### src/rtl/pe_tap_sequencer.sv
// Tap sequencer for one PE multiplier: walks window tap addresses into the
// operand buffers, strobes the PE, accumulates its products and hands the sum out.
module pe_tap_sequencer #(
  parameter int INPUT_WIDTH  = 8,
  parameter int OUTPUT_WIDTH = 20,
  parameter int ACC_WIDTH    = 24,
  parameter int MAX_TAPS     = 9,
  parameter int ADDR_WIDTH   = 4
) (
  input  logic                           clk,
  input  logic                           rst,
  input  logic                           start,
  input  logic [7:0]                     num_taps,
  output logic                           busy,
  output logic                           buf_rd_en,
  output logic [ADDR_WIDTH-1:0]          buf_rd_addr,
  input  logic signed [INPUT_WIDTH-1:0]  ifm_rdata,
  input  logic signed [INPUT_WIDTH-1:0]  wgt_rdata,
  output logic                           pe_ready_load,
  output logic [INPUT_WIDTH-1:0]         pe_ifm,
  output logic [INPUT_WIDTH-1:0]         pe_wgt,
  input  logic signed [OUTPUT_WIDTH-1:0] pe_product,
  input  logic                           pe_ready_adder,
  output logic signed [ACC_WIDTH-1:0]    acc_out,
  output logic                           acc_valid,
  input  logic                           acc_ready
);

  typedef enum logic [1:0] {IDLE, ISSUE, DRAIN, DONE} state_t;

  localparam logic [7:0] MAX_N = 8'(MAX_TAPS);

  state_t                  state;
  logic [7:0]              n_lat;
  logic [7:0]              ret_cnt;
  logic [7:0]              ret_nxt;
  logic [ADDR_WIDTH-1:0]   tap_cnt;
  logic signed [ACC_WIDTH-1:0] acc;
  logic                    accum;
  logic [ACC_WIDTH-1:0]    prod_ext;

  assign busy        = (state != IDLE);
  assign buf_rd_addr = tap_cnt;
  assign acc_out     = acc;
  assign pe_ifm      = ifm_rdata;
  assign pe_wgt      = wgt_rdata;

  // Products only count while a window is in flight; stray pulses after an
  // abort land in IDLE and are dropped.
  assign accum    = pe_ready_adder && (state == ISSUE || state == DRAIN);
  assign ret_nxt  = ret_cnt + {7'd0, accum};
  assign prod_ext = {{(ACC_WIDTH-OUTPUT_WIDTH){pe_product[OUTPUT_WIDTH-1]}}, pe_product};

  always_ff @(posedge clk) begin
    if (rst) begin
      state         <= IDLE;
      n_lat         <= '0;
      ret_cnt       <= '0;
      tap_cnt       <= '0;
      acc           <= '0;
      buf_rd_en     <= 1'b0;
      pe_ready_load <= 1'b0;
      acc_valid     <= 1'b0;
    end else begin
      pe_ready_load <= buf_rd_en;
      if (accum) begin
        acc     <= acc + prod_ext;
        ret_cnt <= ret_nxt;
      end
      case (state)
        IDLE: if (start) begin
          acc     <= '0;
          ret_cnt <= '0;
          tap_cnt <= '0;
          if (num_taps == 8'd0) begin
            acc_valid <= 1'b1;
            state     <= DONE;
          end else begin
            n_lat     <= (num_taps > MAX_N) ? MAX_N : num_taps;
            buf_rd_en <= 1'b1;
            state     <= ISSUE;
          end
        end
        ISSUE: begin
          if (8'(tap_cnt) == n_lat - 8'd1) begin
            buf_rd_en <= 1'b0;
            state     <= DRAIN;
          end else begin
            tap_cnt <= tap_cnt + ADDR_WIDTH'(1);
          end
        end
        DRAIN: if (ret_nxt >= n_lat) begin
          acc_valid <= 1'b1;
          state     <= DONE;
        end
        DONE: if (acc_ready) begin
          acc_valid <= 1'b0;
          state     <= IDLE;
        end
        default: state <= IDLE;
      endcase
    end
  end

endmodule

### config.mk
export PLATFORM = sky130hd
export DESIGN_NAME = pe_tap_sequencer
export DESIGN_NICKNAME = d
export VERILOG_FILES = /design/src/rtl/pe_tap_sequencer.sv
export SDC_FILE = /design/constraint.sdc
export NUM_CORES = 1
export LEC_CHECK = 0
export CAP_MARGIN = 40
export CORE_AREA = 2 2 90 92
export DETAILED_ROUTE_END_ITERATION = 16
export DIE_AREA = 0 0 92 94
export GPL_TIMING_DRIVEN = 0
export PLACE_DENSITY_LB_ADDON = 0.3
export REMOVE_ABC_BUFFERS = 1
export SETUP_SLACK_MARGIN = 0.05
export SYNTH_ARGS = -nofsm -noshare
export SYNTH_HDL_FRONTEND = slang
export SYNTH_SLANG_ARGS = --single-unit
### constraint.sdc
create_clock -name clk -period 3.97 [get_ports clk]
set_clock_uncertainty 0.05 [all_clocks]
set_input_delay 0.397 -clock clk [delete_from_list [all_inputs] [get_ports clk]]
set_output_delay 0.397 -clock clk [all_outputs]
set_load 0.01 [all_outputs]
After elaboration in Yosys (flattened, before gate mapping)
Cells that the tools add are included.
{"block": "word_totals", "register_bits": 49, "latch_bits": 0, "ramBits": 0, "romBits": 0, "input_bits": 49, "output_inout_bits": 48, "word_cells": 63, "mem_count": 0}
{"block": "op_classes", "addsub": 4, "n_mul": 0, "div": 0, "order_cmp": 2, "eq_ne": 11, "shift": 0, "muxes": 25, "n_bitwise": 1, "reduce_logical": 12}
{"op": "two-way mux 24 bit", "n": 3}
{"op": "two-way mux 8 bit", "n": 4}
{"op": "adder 24 bit", "n": 1}
{"op": "two-way mux 2 bit", "n": 5}
{"op": "inequality test 2 bit (second input constant)", "n": 5}
{"op": "adder 8 x 1 -> 8 bit", "n": 1}
{"op": "== test 4 x 8 -> 1 bit", "n": 1}
{"op": ">= comparator 8 bit", "n": 1}
{"op": "greater-than comparator 8 x 4 -> 1 bit (second input constant)", "n": 1}
{"op": "logical NOT 8 bit", "n": 1}
{"op": "two-way mux 4 bit", "n": 2}
{"op": "case mux 2 bit (4 select lines)", "n": 1}
{"op": "case mux 4 bit (2 select lines)", "n": 1}
{"op": "AND reduction 4 bit", "n": 2}
{"op": "subtractor 8 x 1 -> 8 bit (second input constant)", "n": 1}
{"op": "two-way mux 1 bit", "n": 7}
{"op": "AND reduction 3 bit", "n": 2}
{"op": "AND reduction 5 bit", "n": 1}
{"op": "adder 4 x 1 -> 4 bit (second input constant)", "n": 1}
{"op": "== test 2 bit (second input constant)", "n": 2}
{"op": "inequality test 2 x 1 -> 1 bit (second input constant)", "n": 2}
{"op": "nonzero test 2 bit", "n": 2}
{"op": "case mux 1 bit (3 select lines)", "n": 1}
{"op": "nonzero test 3 bit", "n": 1}
{"op": "other kinds (6)", "n": 6}

Depth between registers and ports, before layout
Gate-level depths: netlist (run 1).
{"block": "logic_depth", "depth_word": 7, "mapped_depth": 18, "depth_no_buf": 16}

Worst setup path before layout (run 1)
Ideal clock, no wire load.
{"block": "synth_path", "path_kind": "register to register", "from": "register state[0]", "to": "register state[0]", "setup_time_ps": 95, "arrival_ps": 3470, "t_required_ps": 3825, "slack_ps": 355, "stages_incl_launch_ff": 19, "n_path_buf": 2, "synth_period_minus_slack_ps": 3615, "path_cell_list": "dfxtp_1 inv_1 ha_1 nand2_1 inv_1 clkbuf_1 buf_1 ha_1 nand3_1 or2_2 nor2_1 xor2_1 ha_1 o21ai_0 o21ai_0 a31oi_1 a221oi_2 nand2_1 a221oi_1"}
{"block": "synth_via", "elab_chain_cells": 7, "elab_cells_between_ends": 14, "cone_classes": "1 x add/sub; 1 x order compare; 7 x eq/ne; 1 x mux; 4 x reduce/logical"}
{"element": "from (decl)", "line": "33", "text": "state_t state;"}
{"element": "from (signal assigned)", "line": "56", "text": "state <= IDLE;"}
{"element": "from (signal assigned)", "line": "77", "text": "state <= DONE;"}
{"element": "from (signal assigned)", "line": "81", "text": "state <= ISSUE;"}
{"element": "== test 2 x 1 -> 1 bit / == test 2 bit (equally long branches)", "line": "50, 70"}
{"element": "logical OR 1 bit", "line": "50", "text": "assign accum = pe_ready_adder && (state == ISSUE || state == DRAIN);"}
{"element": "logical AND 1 bit", "line": "50"}
{"element": "adder 8 x 1 -> 8 bit", "line": "51", "text": "assign ret_nxt = ret_cnt + {7'd0, accum};"}
{"element": ">= comparator 8 bit", "line": "92", "text": "DRAIN: if (ret_nxt >= n_lat) begin"}
{"element": "inequality test 2 x 1 -> 1 bit (no line)"}
{"element": "AND reduction 4 bit (no line)"}
Parallel ways exist; a longest one is shown, timed or not.
A chain may end at the register's enable or synchronous reset.

Worst setup path in the final report (run 1)
{"block": "layout_path", "from": "register state[1]", "to": "register state[0]"}
Same word-level chain as after synthesis.

==> results of run 1 <==
[what timing repair did]
item                       4_1_cts  5_1_grt
gates cloned                     1        0
gates resized for setup          2        1
setup buffers                    1        1
setup endpoints to repair        3        2
[critical path: stages, from the launching register on]
cell and delay, ps:
dfxtp_1 370, inv_1 90, ha_1 310, nand2_2 130
buf_16 200, clkinvlp_4 80, ha_1 200, nand3_1 160
or2_2 370, nor2_1 140, xor2_1 80, ha_1 270
o21ai_0 100, o21ai_1 210, a31oi_1 90, a221oi_2 280
nand2_1 130, a221oi_1 290
[stage by stage]
step	hold WS [ps]	std cells	setup WS [ps]	TNS, ps
after CTS	412	615	229	0
after floorplan	397	437	194	0
after global routing	441	616	81.8	0
final	407	616	331	0
after global placement	392	603	-846	-2210
after detailed placement	399	605	-566	-1280
[how the worst min path moves through the flow]
| stage | to | slack (ps) | start | depth (start not counted) |
|---|---|---|---|---|
| 4_1_cts | acc_valid | 410 | acc_valid | 2 |
| 5_1_grt | acc_valid | 440 | acc_valid | 2 |
| 6_report | acc_valid | 410 | acc_valid | 2 |
| 3_5_place_dp | acc_valid | 400 | acc_valid | 2 |
| 3_3_place_gp | acc_valid | 390 | acc_valid | 2 |
| 2_1_floorplan | n_lat[6] | 400 | n_lat[6] | 2 |
[where the power goes]
group / internal [uW] / switching [uW]
registers: 571 / 69.7
clock network: 125 / 181
logic: 473 / 585
[kinds of logic after synthesis]
logic type	count (synthesis)	share of synthesized area, %
and+or+nand+nor	157	20.9
AOI/OAI and AO/OA	134	23.0
buffers and inverters	58	7.51
DFF	49	26.5
adders and majority gates	40	13.7
xor gates and xnor gates	33	7.81
muxes	2	0.541
[synth_stat cells, drive strengths merged, types with 4 or more instances]
master  count
nor2       37
or3         7
a21o        8
a21oi      42
or4         5
nor2b       6
o21ai      34
clkbuf     17
nand2      44
o21a        5
nor3        9
nand2b      5
nand4      11
a221oi      4
ha         39
inv        22
a211oi      6
dfxtp      49
a31oi       7
xnor2      17
xor2       16
nand3      19
buf        19
o211ai      8
[layer usage]
layer	wire (um)	vias up	track usage, %
met3	592	7	5.46
met5	0	-	0
met2	4100	116	35.8
met1	4130	1608	26.4
li1	-	1756	-
met4	72	0	4.10
[registers in the layout, indices dropped and copies added (netlist names)]
signal / count
pe_ready_load: 1
acc_valid: 1
ret_cnt: 8
state: 2
buf_rd_addr: 4
buf_rd_en: 1
acc_out: 24
n_lat: 8
[layout make-up]
class | count | area share (%)
Multi-Input combinational cell | 366 | 55.1
Clock buffer | 5 | 1.55
Inverter | 22 | 1.95
Sequential cell | 49 | 22.1
Clock inverter | 3 | 0.480
Timing Repair inverter | 1 | 0.113
Timing Repair Buffer | 68 | 15.8
Tap cell | 102 | 2.88
==> impl_metrics.csv, run 1 <==
group,metric,value,unit
die,die_h,94,um
worst_setup_path,cp-startpoint,"state[1]",
grt,grt_use_total,20.8,%
sta,slew_viol_final,0,
clocking,cts_tree,"yes",
clocking,cts_buffers,5,
cells_and_area,final-seq-area,981,um2
cells_and_area,nFillCells,692,
sta,tightestPinTransition,880,ps
cells_and_area,stdcell_area,4430,um2
die,dieWidth,92,um
synth,ys_warn_count,0,
cells_and_area,area_growth,19.8,%
synth,ys.flop_type,"dfxtp_1",
route,dr.pass1.iters,4,
route,final_antenna_net_count,0,
cells_and_area,layout_common_cells,"clkdlybuf4s50_1 (64), dfxtp_1 (49), nand2_1 (43)",
pwr,p_leak,0.00173,uW
clocking,clk_latency,300,ps
die,ios,97,
placement,dp_hpwl,6.67,mm
synth,synth_edf_count,0,
sta,hold_viol,0,
sta,fin_crit_sh,91.7,%
route,drt_wl_total,8.90,mm
grt,grt_overflow_total,0,
cells_and_area,multi_input_area,2440,um2
synth,ys_ff_latch,49,
route,drt-initial-drc-count,126,
clocking,cts_root_buf,"clkbuf_8",
placement,io_buffers,64,
sta,relSlewSlack,41.3,%
die,core,7610,um2
die,rows,32,
placement,postPlaceCellArea,4320,um2
clocking,h-tree-depth,2,
cells_and_area,num-nets-final,602,
placement,gp_congestion,0.936,
worst_setup_path,arrival,3800,ps
synth,synth_area_leaders,"dfxtp_1 (27%), ha_1 (13%), a21oi_1 (5.5%)",
sta,min_period,3640,ps
worst_setup_path,r2r_slack,330,ps
route,drc,0,
route,wl_per_cell,14.4,um
route,drt-vias-per-instance,5.66,
synth,synth_cell_types,53,
route,vias,3487,
worst_setup_path,worstReg2RegStart,"state[1]",
worst_setup_path,path_class,"reg -> reg",
pwr,power,2000,uW
die,start_util,48.6,%
grt,grt_pass1_wl,15.0,mm
worst_setup_path,cp_max_fo,26,
hold_path,hold_class,"reg -> reg",
status,status,"completed",
worst_setup_path,crit_end,"state[0]",
worst_setup_path,cp-start-kind,"flip-flop",
worst_setup_path,required,4130,ps
worst_setup_path,ff2ff_path_depth,17,
synth,synthCells,473,
clocking,clk_pin_slew,100,ps
clocking,cts.path.max_buffers,2,
run,cap_violations,0,
synth,avgSynthCellArea,7.82,um2
die,die_area,8650,um2
worst_setup_path,critPathCaptureType,"flip-flop",
sta,setup_violations,0,
cells_and_area,finish.utilization,58.3,%
synth,async_flop_share,0,%
clocking,cts_hold_buf,0,
cells_and_area,mostFrequentLayoutCell,"clkdlybuf4s50_1",
cells_and_area,diodes,0,
cells_and_area,layout-drive-gt1-share,5.25,%
synth,ys_seq_area_share,26.5,%
sta,rsz0062_at_grt,"no",
clocking,cts.sinks,49,
worst_setup_path,rr_endpoint,"state[0]",
pwr,powerDensity,452,nW/um2
synth,syn_area,3700,um2
pwr,peakVddDrop,194,uV
grt,grt_max_degree,27,
grt,grt_antenna_before_repair,0,
sta,fmax,0.275,GHz
synth,yosysTopAreaCellShare,26.5,%
synth,synth_top_area_cell,"dfxtp_1",
grt,grt_pass1_vias,3346,
Note: power is estimated with default switching activity, not from simulation.
==> run 2, diff against run 1 <==
- CTS_CLUSTER_SIZE: default -> 12
- SLEW_MARGIN: default -> 20
==> run 2 against run 1 <==
  * First-iteration DRC count fell by 1.6%
  * Largest cell class unchanged
  * Setup slack got worse by 3.2 ps
  * Design area barely moved
  * Critical endpoint unchanged
  * Largest power group unchanged
==> impl_metrics.csv, run 2 (synthesized netlist as in run 1, its figures left out) <==
group,metric,value,unit
status,status,"completed",
grt,grt_use_total,20.7,%
clocking,cts_buffers,5,
worst_setup_path,rr_endpoint,"state[0]",
worst_setup_path,cp_max_fo,22,
pwr,p_clk_share,15.4,%
pwr,p_leak,0.00173,uW
die,die_area,8650,um2
worst_setup_path,cpLargestDelayFamily,"compound AO/OA/AOI/OAI gates",
placement,gp_congestion,0.936,
pwr,powerDensity,452,nW/um2
cells_and_area,stdcell_area,4430,um2
worst_setup_path,required,4130,ps
clocking,clk_pin_slew,100,ps
die,die_h,94,um
worst_setup_path,critPathMostFrequentCell,"ha_1",
placement,postPlaceCellArea,4300,um2
sta,fin_crit_sh,91.7,%
sta,setup_violations,0,
worst_setup_path,critPathCaptureType,"flip-flop",
worst_setup_path,cpMaxStageDelayCell,"dfxtp_1",
hold_path,hold_class,"reg -> reg",
placement,io_buffers,64,
pwr,p_sw,839,uW
worst_setup_path,crit_end,"state[0]",
worst_setup_path,worstReg2RegStart,"state[1]",
clocking,h-tree-depth,2,
cells_and_area,layout-drive-gt1-share,5.63,%
route,final_antenna_net_count,0,
cells_and_area,diodes,0,
sta,min_period,3640,ps
grt,grt_antenna_before_repair,0,
worst_setup_path,path_depth,17,
grt,top_usage_layer,"met2",
sta,relSlewSlack,47.2,%
clocking,cts_hold_buf,0,
die,ios,97,
sta,fmax,0.275,GHz
clocking,cts_tree,"yes",
sta,hold_viol,0,
route,drt_wl_total,8.84,mm
grt,grt.met3_usage,4.57,%
die,dieWidth,92,um
cells_and_area,area_growth,19.8,%
worst_setup_path,r2r_slack,330,ps
clocking,clk_latency,300,ps
grt,use_met2,36.5,%
route,drc,0,
cells_and_area,largest_register_ffs,24,
sta,hold_ws,407,ps
worst_setup_path,crit_chain,"inv_1, ha_1, nand2_4, buf_8, clkinvlp_4, ha_1, nand3_2, or2_2, nor2_1, xor2_1, ha_1, o21ai_0, o21ai_1, a31oi_1, a221oi_2, nand2_1, a221oi_1",
cells_and_area,num-nets-final,603,
route,vias,3499,
pwr,p_comb_share,52.7,%
worst_setup_path,path_buf_inv,3,
grt,met1_usage,25.8,%
grt,grt_overflow_total,0,
clocking,cts.sinks,49,
placement,dp_hpwl,6.71,mm
clocking,cts.path.max_buffers,2,
cells_and_area,mostFrequentLayoutCell,"clkdlybuf4s50_1",
route,dr.pass1.iters,4,
route,drt-vias-per-instance,5.67,
grt,grt_pass1_vias,3343,
worst_setup_path,cp-start-kind,"flip-flop",
route,wl_per_cell,14.3,um
grt,grt_pass1_wl,14.9,mm
pwr,p_int,1170,uW
pwr,seqPwrFrac,31.9,%
run,cap_violations,0,
sta,tightestPinTransition,789,ps
clocking,cts_root_buf,"clkbuf_8",
worst_setup_path,cp-startpoint,"state[1]",
sta,slew_viol_final,0,
pwr,peakVddDrop,183,uV
worst_setup_path,path_class,"reg -> reg",
worst_setup_path,max_stage_delay,390,ps
sta,rsz0062_at_grt,"no",
cells_and_area,layout_common_cells,"clkdlybuf4s50_1 (64), dfxtp_1 (49), nand2_1 (43)",
die,rows,32,
die,core,7610,um2
worst_setup_path,ff2ff_path_depth,17,
route,drt-initial-drc-count,124,
die,start_util,48.6,%
grt,grt_max_degree,23,
pwr,switching_share,41.8,%
worst_setup_path,arrival,3800,ps
## run 2: how the worst min path moves through the flow
stage,from,end,slack (ps),cells after the start
after floorplan,n_lat[6],n_lat[6],400,2
after global placement,acc_valid,acc_valid,390,2
after detailed placement,acc_valid,acc_valid,400,2
after CTS,acc_valid,acc_valid,410,2
after global routing,acc_valid,acc_valid,430,2
final,acc_valid,acc_valid,410,2
## run 2: layout make-up
class                   instances  area, um2
inverters                      22       86.3
fillers                       704       3170
clock inverters                 3       21.3
clock buffers                   5       68.8
repair buffers                 69        689
repair inverters                1       5.00
well taps                     102        128
multi-input cells             366       2450
flip-flops and latches         49        981
## run 2: through the flow
step / cells / setup TNS, ps / utilization, % / power [uW] / setup slack, ps
2_1_floorplan: 437 / 0 / - / 1300 / 194
3_3_place_gp: 603 / -2210 / 56.2 / 1620 / -846
6_report: 617 / 0 / 58.3 / 2010 / 328
5_1_grt: 617 / 0 / 58.3 / 2160 / 78.7
4_1_cts: 614 / 0 / 57.8 / 1990 / 90.4
3_5_place_dp: 605 / -1620 / 56.5 / 1670 / -668
## run 2: routing by layer
layer | part of all wire, % | up-vias
li1 | - | 1759
met1 | 45 | 1617
met2 | 47 | 115
met3 | 6.5 | 8
met4 | 0.79 | 0
met5 | 0 | -
## run 2: repair_timing
item | 4_1_cts | 5_1_grt
endpoints found under the setup margin | 3 | 2
buffers inserted | 0 | 2
cloned | 1 | 0
pin swaps | 0 | 1
gates resized for setup | 3 | 2
## run 2: worst min-delay path, cell delays in order, from the launching register on
cell	delay [ps]
dfxtp_1	320
nand2_1	50
a21oi_1	50
## run 2: power by group through the flow
stage / registers, uW / clock network [uW] / logic, uW
after floorplan: 668 / 0 / 635
after global placement: 649 / 0 / 972
after detailed placement: 651 / 0 / 1010
after CTS: 640 / 321 / 1030
after global routing: 652 / 338 / 1170
final: 640 / 309 / 1060
==> run 3, diff against run 2 <==
- CELL_PAD_IN_SITES_DETAIL_PLACEMENT: default -> 0
- CELL_PAD_IN_SITES_GLOBAL_PLACEMENT: default -> 1
- CORE_AREA: 2 2 90 92 -> 2 2 115 117
- DIE_AREA: 0 0 92 94 -> 0 0 117 119
==> run 3 against run 2 <==
  * Design area rose by 3.1%
  * Sequential power about the same
  * Global-route usage down 6.5 points
  * Via count is 1.8% lower
  * Core utilization fell by 23 points
  * Clock-buffer cell count unchanged
  * Setup slack improved by 61 ps
  * First-iteration DRC count increased by 21%
==> impl_metrics.csv, run 3 (synthesized netlist as in run 1, its figures left out) <==
group,metric,value,unit
status,status,"completed",
route,dr_wl_met2,4.37,mm
die,rows,42,
hold_path,hold_path_startpoint,"acc_valid",
worst_setup_path,critPathCaptureType,"flip-flop",
sta,tightestPinTransition,779,ps
grt,grt_max_degree,25,
sta,fin_crit_sh,90.2,%
clocking,cts.path.max_buffers,2,
clocking,clk_pin_slew,70,ps
worst_setup_path,path_class,"reg -> reg",
route,dr.pass1.iters,4,
placement,dp.cells,680,
sta,min_period,3580,ps
cells_and_area,layout_common_cells,"clkdlybuf4s50_1 (64), dfxtp_1 (49), nand2_1 (43)",
route,vias,3436,
route,drt-met1-wl,4.77,mm
die,dieWidth,117,um
grt,grt_use_total,14.2,%
clocking,cts_tree,"yes",
placement,gp_congestion,0.821,
sta,hold_viol,0,
cells_and_area,diodes,0,
placement,pre_cts_slack,-546,ps
worst_setup_path,arrival,3730,ps
run,cap_violations,0,
worst_setup_path,rr_endpoint,"state[0]",
worst_setup_path,crit_chain,"inv_1, ha_1, nand2_2, buf_8, clkinvlp_4, ha_1, nand3_1, or2_2, nor2_1, xor2_1, ha_1, o21ai_0, o21ai_1, a31oi_1, a221oi_2, nand2_1, a221oi_1",
die,core,12900,um2
sta,hold_ws,402,ps
route,drt-vias-per-instance,4.97,
hold_path,min_path_cells,2,
cells_and_area,mostFrequentLayoutCell,"clkdlybuf4s50_1",
route,drt_wl_total,9.74,mm
grt,grt_pass1_vias,3313,
route,drc,0,
worst_setup_path,worstReg2RegStart,"state[1]",
cells_and_area,fin_cells,691,
grt,grt_overflow_total,0,
clocking,clk_latency,300,ps
sta,slew_viol_final,0,
route,wl_per_cell,14.1,um
sta,fin_ws,389,ps
worst_setup_path,max_stage_delay,370,ps
cells_and_area,nFillCells,1375,
grt,grt_antenna_before_repair,0,
sta,rsz0062_at_grt,"no",
worst_setup_path,cp-start-kind,"flip-flop",
cells_and_area,area_growth,23.6,%
route,top_layer,"met4",
pwr,peakVddDrop,202,uV
die,die_area,13900,um2
sta,setup_violations,0,
worst_setup_path,cp-startpoint,"state[1]",
route,met3_wirelength,461,um
clocking,cts_hold_buf,0,
cells_and_area,finish.utilization,35.5,%
clocking,cts_root_buf,"clkbuf_16",
pwr,p_leak,0.00175,uW
route,final_antenna_net_count,0,
worst_setup_path,r2r_slack,390,ps
worst_setup_path,ff2ff_path_depth,17,
hold_path,hold_class,"reg -> reg",
die,ios,97,
placement,io_buffers,64,
worst_setup_path,required,4120,ps
clocking,cts_buffers,5,
placement,dp_hpwl,7.23,mm
sta,relSlewSlack,47.9,%
cells_and_area,num-nets-final,603,
worst_setup_path,cpMaxStageDelayCell,"dfxtp_1",
cells_and_area,final-seq-area,981,um2
sta,fmax,0.279,GHz
die,die_h,119,um
clocking,h-tree-depth,2,
die,start_util,28.7,%
grt,grt_pass1_wl,15.8,mm
clocking,cts.sinks,49,
cells_and_area,largest_register_ffs,24,
worst_setup_path,critPathMostFrequentCell,"ha_1",
worst_setup_path,cp_max_fo,24,
cells_and_area,multi_input_area,2440,um2
pwr,powerDensity,469,nW/um2
route,drt-initial-drc-count,150,
cells_and_area,layout-drive-gt1-share,5.44,%
hold_path,worst_hold_path.endpoint,"acc_valid",
run 3: final cells by class:
class                   count  share of cell area [%]
clock buffers               5                    2.74
clock inverters             3                   0.465
inverters                  22                    1.89
multi-input cells         366                    53.4
flip-flops and latches     49                    21.5
well taps                 176                    4.82
repair buffers             69                    15.1
repair inverters            1                   0.109
run 3: critical path, delay by kind of cell, from the launching register on:
family                   cells  cell delay [ps]
AND/OR/NAND/NOR              5              920
AO/OA/AOI/OAI                5              900
adder cells (fa/ha/maj)      3              770
buffers and inverters        3              380
flip-flops                   1              370
XOR/XNOR                     1               80
run 3: worst max path at each step:
stage / end / slack, ps / depth (start not counted)
floorplan: state[0] / 190 / 16
global placement: state[0] / -990 / 15
detailed placement: state[0] / -550 / 16
CTS: state[0] / 210 / 17
global route: state[0] / 90 / 17
finish: state[0] / 390 / 17
run 3: stage by stage:
| step | cell area, um2 | total power [uW] | setup TNS, ps |
|---|---|---|---|
| floorplan | 3500 | 1300 | 0 |
| global placement | 4370 | 1660 | -2630 |
| detailed placement | 4400 | 1680 | -1310 |
| CTS | 4570 | 2170 | 0 |
| global route | 4570 | 2310 | 0 |
| finish | 4570 | 2140 | 0 |
run 3: power by group:
part / switching (uW) / leakage [uW] / internal [uW]
combinational: 585 / 0.00128 / 468
clock: 214 / 0.0000702 / 235
sequential: 69.8 / 0.000398 / 571
total: 869 / 0.00175 / 1270
run 3: per-layer routing:
metal / vias to the layer above / track usage [%]
li1: 1764 / -
met1: 1572 / 18.9
met2: 89 / 22.3
met3: 11 / 3.82
met4: 0 / 4.26
met5: - / 0
run 3: repair_timing:
action                                 4_1_cts  5_1_grt
gates cloned                                 1        0
resized for setup                            1        2
pin swaps                                    0        0
endpoints found under the hold margin        0        0
buffers inserted                             2        0
setup endpoints to repair                    3        2
